<file path="src/rtl/div_unit_pkg.sv">
// Shared definitions for the iterative divider.
//   DataW / CntW   : operand and step-counter widths
//   ZeroWord       : all-zero data word
//   DivCntMax      : number of shift-subtract steps per divide
//   div_state_e    : DivFree (idle), DivOn (iterating), DivEnd (result held)
package div_unit_pkg;

  localparam int unsigned DataW = 32;
  localparam int unsigned CntW  = 6;
  localparam int unsigned AccW  = 2 * DataW + 1;

  localparam logic [DataW-1:0] ZeroWord  = '0;
  localparam logic [CntW-1:0]  DivCntMax = 6'd32;

  typedef enum logic [1:0] {
    DivFree = 2'd0,
    DivOn   = 2'd1,
    DivEnd  = 2'd2
  } div_state_e;

endpackage

</file>
<file path="src/rtl/div_unit.sv">
// Iterative restoring divider for the EX stage (DIV/DIVU/REM/REMU).
// Ports:
//   clk        : rising-edge clock
//   rst        : synchronous active-high reset
//   start      : divide request, held by EX until ready
//   annul      : pipeline flush, forces idle (priority over start)
//   signed_div : 1 = DIV/REM, 0 = DIVU/REMU
//   is_rem     : 1 = return remainder, 0 = return quotient
//   opdata1    : dividend
//   opdata2    : divisor
//   result     : quotient or remainder, zero unless ready
//   ready      : result valid (DivEnd state)
//   busy       : iteration in progress (DivOn state)
module div_unit
  import div_unit_pkg::*;
(
  input  logic             clk,
  input  logic             rst,
  input  logic             start,
  input  logic             annul,
  input  logic             signed_div,
  input  logic             is_rem,
  input  logic [DataW-1:0] opdata1,
  input  logic [DataW-1:0] opdata2,
  output logic [DataW-1:0] result,
  output logic             ready,
  output logic             busy
);

  div_state_e         r_state,   w_state_nxt;
  logic [CntW-1:0]    r_cnt,     w_cnt_nxt;
  // {partial remainder (33 bits), quotient / remaining dividend (32 bits)}
  logic [AccW-1:0]    r_acc,     w_acc_nxt;
  logic [DataW-1:0]   r_divisor, w_divisor_nxt;
  logic               r_neg_q,   w_neg_q_nxt;
  logic               r_neg_r,   w_neg_r_nxt;
  logic               r_is_rem,  w_is_rem_nxt;
  logic [DataW-1:0]   r_result,  w_result_nxt;

  logic [DataW-1:0]   w_abs1;
  logic [DataW-1:0]   w_abs2;
  logic [AccW-1:0]    w_shift;
  logic [DataW+1:0]   w_sub;
  logic [AccW-1:0]    w_step;
  logic [DataW-1:0]   w_quo_fin;
  logic [DataW-1:0]   w_rem_fin;

  // Magnitudes of the operands; unsigned mode passes them through untouched.
  assign w_abs1 = (signed_div && opdata1[DataW-1]) ? (ZeroWord - opdata1) : opdata1;
  assign w_abs2 = (signed_div && opdata2[DataW-1]) ? (ZeroWord - opdata2) : opdata2;

  // One restoring step: shift left, trial-subtract the divisor from the upper 33 bits.
  // The extra MSB of w_sub is the borrow; on borrow the shifted value is kept.
  assign w_shift = {r_acc[AccW-2:0], 1'b0};
  assign w_sub   = {1'b0, w_shift[AccW-1:DataW]} - {2'b00, r_divisor};
  assign w_step  = w_sub[DataW+1] ? w_shift
                                  : {w_sub[DataW:0], w_shift[DataW-1:1], 1'b1};

  // Sign fix-up applied to the last step's outcome. The 0x80000000 / -1 case
  // falls out naturally: magnitudes give 0x80000000 r 0 and no negation applies.
  assign w_quo_fin = r_neg_q ? (ZeroWord - w_step[DataW-1:0]) : w_step[DataW-1:0];
  assign w_rem_fin = r_neg_r ? (ZeroWord - w_step[2*DataW-1:DataW])
                             : w_step[2*DataW-1:DataW];

  always_comb begin
    w_state_nxt   = r_state;
    w_cnt_nxt     = r_cnt;
    w_acc_nxt     = r_acc;
    w_divisor_nxt = r_divisor;
    w_neg_q_nxt   = r_neg_q;
    w_neg_r_nxt   = r_neg_r;
    w_is_rem_nxt  = r_is_rem;
    w_result_nxt  = r_result;

    if (annul) begin
      w_state_nxt = DivFree;
      w_cnt_nxt   = '0;
    end else begin
      unique case (r_state)
        DivFree: begin
          if (start) begin
            if (opdata2 == ZeroWord) begin
              w_state_nxt  = DivEnd;
              w_result_nxt = is_rem ? opdata1 : {DataW{1'b1}};
            end else begin
              w_state_nxt   = DivOn;
              w_cnt_nxt     = '0;
              w_acc_nxt     = {{(DataW+1){1'b0}}, w_abs1};
              w_divisor_nxt = w_abs2;
              w_neg_q_nxt   = signed_div && (opdata1[DataW-1] ^ opdata2[DataW-1]);
              w_neg_r_nxt   = signed_div && opdata1[DataW-1];
              w_is_rem_nxt  = is_rem;
            end
          end
        end
        DivOn: begin
          if (!start) begin
            w_state_nxt = DivFree;
          end else begin
            w_acc_nxt = w_step;
            w_cnt_nxt = r_cnt + 6'd1;
            // Final step goes straight to DivEnd so ready lands 33 cycles after start.
            if (r_cnt == DivCntMax - 6'd1) begin
              w_state_nxt  = DivEnd;
              w_result_nxt = r_is_rem ? w_rem_fin : w_quo_fin;
            end
          end
        end
        DivEnd: begin
          if (!start) begin
            w_state_nxt = DivFree;
          end
        end
        default: begin
          w_state_nxt = DivFree;
        end
      endcase
    end

    // Result register only carries a value while in DivEnd.
    if (w_state_nxt != DivEnd) begin
      w_result_nxt = ZeroWord;
    end
  end

  always_ff @(posedge clk) begin
    if (rst) begin
      r_state   <= DivFree;
      r_cnt     <= '0;
      r_acc     <= '0;
      r_divisor <= '0;
      r_neg_q   <= 1'b0;
      r_neg_r   <= 1'b0;
      r_is_rem  <= 1'b0;
      r_result  <= '0;
    end else begin
      r_state   <= w_state_nxt;
      r_cnt     <= w_cnt_nxt;
      r_acc     <= w_acc_nxt;
      r_divisor <= w_divisor_nxt;
      r_neg_q   <= w_neg_q_nxt;
      r_neg_r   <= w_neg_r_nxt;
      r_is_rem  <= w_is_rem_nxt;
      r_result  <= w_result_nxt;
    end
  end

  assign result = r_result;
  assign ready  = (r_state == DivEnd);
  assign busy   = (r_state == DivOn);

endmodule
</file>
<file path="config.mk">
export PLATFORM = sky130hd
export DESIGN_NAME = div_unit
export DESIGN_NICKNAME = d
export VERILOG_FILES = /design/src/rtl/div_unit_pkg.sv /design/src/rtl/div_unit.sv
export SDC_FILE = /design/constraint.sdc
export NUM_CORES = 1
export LEC_CHECK = 0
export CORE_ASPECT_RATIO = 1.25
export CORE_MARGIN = 2
export CORE_UTILIZATION = 59
export DETAILED_ROUTE_END_ITERATION = 7
export PLACE_DENSITY = 0.92
export SLEW_MARGIN = 10
export SYNTH_ARGS = -nofsm -noshare
export SYNTH_HDL_FRONTEND = slang
export SYNTH_SLANG_ARGS = --single-unit
</file>
<file path="constraint.sdc">
create_clock -name clk -period 6.9 [get_ports clk]
set_input_delay 1.38 -clock clk [delete_from_list [all_inputs] [get_ports clk]]
set_output_delay 1.38 -clock clk [all_outputs]
set_load 0.03 [all_outputs]
</file>
==> results.sh <==
export IMPL_status="finished, violations left"
export IMPL_failed_checks="DRC"
export IMPL_cts_buffers=17
export IMPL_htree_num_levels=4
export IMPL_row_count=56
export IMPL_switchingPower_w=0.000761
export IMPL_hold_viol=0
export IMPL_cts_root_buffer="clkbuf_16"
export IMPL_synthMostInstantiatedCell="nor2_1"
export IMPL_diodes=0
export IMPL_final_cell_area_um2=12700
export IMPL_route_detailed_drc=18
export IMPL_cp_required_ns=7.21
export IMPL_path_class="flop to flop"
export IMPL_grt_pass1_vias=11200
export IMPL_io_pins=104
export IMPL_fillers=1486
export IMPL_intPower_w=0.00153
export IMPL_wl_per_cell_um=19.7
export IMPL_synth_net_count=1628
export IMPL_firstDrtPassIters=8
export IMPL_path_delay_family="compound AO/OA/AOI/OAI gates"
export IMPL_final_nets=1666
export IMPL_synth_ff_type="dfxtp_1"
export IMPL_slew_headroom_pct=23.0
export IMPL_rrSetupSlack_ns=1.30
export IMPL_grt_first_pass_wirelength_mm=56.1
export IMPL_worstHoldStart="result[7]$_SDFFE_PP0P_"
export IMPL_max_stage_delay_ns=0.61
export IMPL_synth_top_area_share_pct=25.1
export IMPL_postSynthAreaPerCell_um2=7.29
export IMPL_place_area_um2=12100
export IMPL_overflow=0
export IMPL_rsz0062_at_grt="false"
export IMPL_drive_gt1_share_pct=4.84
export IMPL_synth_seq_area_share_pct=25.1
export IMPL_synthArstFlopShare_pct=0
export IMPL_reg2reg_depth=16
export IMPL_clkPwrFrac_pct=40.0
export IMPL_swShare_pct=33.3
export IMPL_cp_end_kind="flop"
export IMPL_r2r_start="r_divisor[1]$_SDFFE_PP0P_"
export IMPL_worst_pin_slew_ns=1.15
export IMPL_ys_top_cells_by_area="dfxtp_1 (25%), nor2_1 (7.5%), a21oi_1 (6.3%)"
export IMPL_core_area_um2=18600
export IMPL_syn_inst=1520
export IMPL_hold_path_class="flop to flop"
export IMPL_peakVddDrop_mv=0.174
export IMPL_ys_ff_latch=139
export IMPL_max_freq_mhz=178
export IMPL_via_per_inst=6.79
export IMPL_drtAntennaViolNets=0
export IMPL_dp_hpwl_mm=25.8
export IMPL_antenna_found_initial=0
export IMPL_die_h_um=157
export IMPL_tns_ns=0
export IMPL_post_cts_buffers=0
export IMPL_dpl_cell_count=1771
export IMPL_path_buf_inv=3
export IMPL_cts_sinks=139
export IMPL_crit_slowest_cell="inv_2"
export IMPL_p_leak_nw=4.91
export IMPL_post_route_period_util_pct=81.2
export IMPL_netlist_top_cells_count="nor2_1 (220), a21oi_1 (139), dfxtp_1 (139)"
export IMPL_clock_path_buffers=2
export IMPL_drt_initial_drc_count=1580
export IMPL_tritoncts="done"
export IMPL_drt_wl_total_mm=35.6
export IMPL_whs_path_depth=2
export IMPL_powerDensity_nw_per_um2=180
export IMPL_worstReg2RegEnd="result[26]$_SDFFE_PP0P_"
export IMPL_cp_common_cell="ha_1"
export IMPL_crit_path_max_fanout=47
export IMPL_dieArea_um2=19900
export IMPL_clk_pin_slew_ns=0.07
export IMPL_initial_core_util_pct=59.7
export IMPL_synth_edff_count=0
export IMPL_slew_violations=0
export IMPL_setup_viol=0
export IMPL_vias=12200
export IMPL_netlist_area_um2=11100
export IMPL_grt_max_degree=103
export IMPL_fin_crit_ns=5.60
export IMPL_yosysUniqueCellTypes=77
export IMPL_io_buffers=103
export IMPL_postCtsHoldBufs=0
export IMPL_layout_area_overhead_vs_synth_pct=14.8
export IMPL_fp_dieW_um=127
export IMPL_gp_routability_congestion=0.949
export IMPL_yosysTopAreaCell="dfxtp_1"
export IMPL_skew_ns=0.00781
export IMPL_finalNonFillerCells=1803
export IMPL_clk_latency_ns=0.44
export IMPL_critPathArrivalTime_ns=5.92
export IMPL_cap_violations=0
export IMPL_p_comb_share_pct=22.7
export IMPL_track_usage_pct=34.6
export IMPL_cts_resized=0
export IMPL_crit_path_start_kind="flop"
export IMPL_sequentialPowerShare_pct=37.3
export IMPL_min_to="result[7]$_SDFFE_PP0P_"
export IMPL_ys_warn_count=0
export IMPL_crit_chain="inv_1, ha_1, nor2b_1, o2111ai_1, a21oi_2, o311ai_2, nand2_2, buf_4, inv_2, ha_1, nand4_1, o21ai_0, xor2_1, nor2_1, a2111oi_0, nor4_1"
metrics by stage:
step	power (W)	worst slack, ns	hold slack [ns]	util, %
5_1_grt	0.00236	1.13	0.482	68.5
2_1_floorplan	0.00121	2.08	0.432	-
6_report	0.00229	1.30	0.458	68.5
4_1_cts	0.00226	1.54	0.460	68.5
3_5_place_dp	0.00137	1.16	0.451	65.4
3_3_place_gp	0.00135	1.28	0.443	65.4
power by group through the flow:
stage	sequential [W]	clock, W	combinational [W]
finish	0.000852	0.000915	0.000520
global route	0.000854	0.000945	0.000560
CTS	0.000851	0.000910	0.000503
detailed placement	0.000868	0	0.000497
global placement	0.000867	0	0.000487
floorplan	0.000860	0	0.000346
flip-flops by register name (all words and copies together) (netlist names):
register   flops
r_state        2
r_cnt          6
r_acc         64
result        32
r_is_rem       1
r_neg_q        1
r_divisor     32
r_neg_r        1
placed cells by master, fill, tap and decap left out, types with 17 or more instances in the layout:
cell type and instances:
a211oi_1 72, a21o_1 26, a21oi_1 139, a22oi_1 24, clkbuf_16 17, clkdlybuf4s50_1 102, dfxtp_1 139, ha_1 37
inv_1 54, nand2_1 118, nand3_1 19, nor2_1 220, nor3_1 41, nor4_1 23, o21ai_0 78, o221ai_1 19
o31ai_1 31, or3_1 23, xnor2_1 67, xor2_1 62
area by class of cell:
cell class / instances / area, um2 / area share (%)
multi-input combinational: 1230 / 7740 / 60.8
sequential: 139 / 2780 / 21.9
timing repair buffer: 115 / 1120 / 8.79
clock buffer: 17 / 425 / 3.34
tap: 232 / 290 / 2.28
inverter: 55 / 206 / 1.62
clock inverter: 15 / 156 / 1.23
cells by family (layout without fill, tap and decap cells):
| group | count (synthesis) | count (layout) | synth area share (%) |
|---|---|---|---|
| xor+xnor | 129 | 129 | 10.2 |
| simple gates | 539 | 539 | 22.9 |
| fa+ha+maj | 38 | 38 | 4.36 |
| compound gates | 507 | 507 | 30.7 |
| mux | 17 | 17 | 1.56 |
| buf+inv | 151 | 202 | 5.25 |
| flops | 139 | 139 | 25.1 |
worst max path at each step:
stage               depth (start not counted)  slack (ns)                      end                 startpoint
floorplan                                  22        2.08  result[28]$_SDFFE_PP0P_     r_acc[46]$_SDFFE_PP0P_
global placement                           15        1.28  result[28]$_SDFFE_PP0P_                 opdata2[0]
detailed placement                         15        1.16  result[28]$_SDFFE_PP0P_                 opdata2[0]
CTS                                        16        1.54  result[26]$_SDFFE_PP0P_  r_divisor[1]$_SDFFE_PP0P_
global route                               18        1.13  result[28]$_SDFFE_PP0P_  r_divisor[1]$_SDFFE_PP0P_
finish                                     16        1.30  result[26]$_SDFFE_PP0P_  r_divisor[1]$_SDFFE_PP0P_
metal layers:
layer,part of all wire (%),GRT usage (%)
met3,8.2,5.85
met1,39,41.0
met2,47,58.6
met4,6.3,20.6
met5,0,0
worst reg2reg max path: stages (launching register included):
cell,delay (ns)
dfxtp_1,0.50
inv_1,0.09
ha_1,0.28
nor2b_1,0.15
o2111ai_1,0.42
a21oi_2,0.20
o311ai_2,0.58
nand2_2,0.28
buf_4,0.37
inv_2,0.63
ha_1,0.38
nand4_1,0.39
o21ai_0,0.36
xor2_1,0.22
nor2_1,0.09
a2111oi_0,0.46
nor4_1,0.08
(Power assumes the default switching activity.)
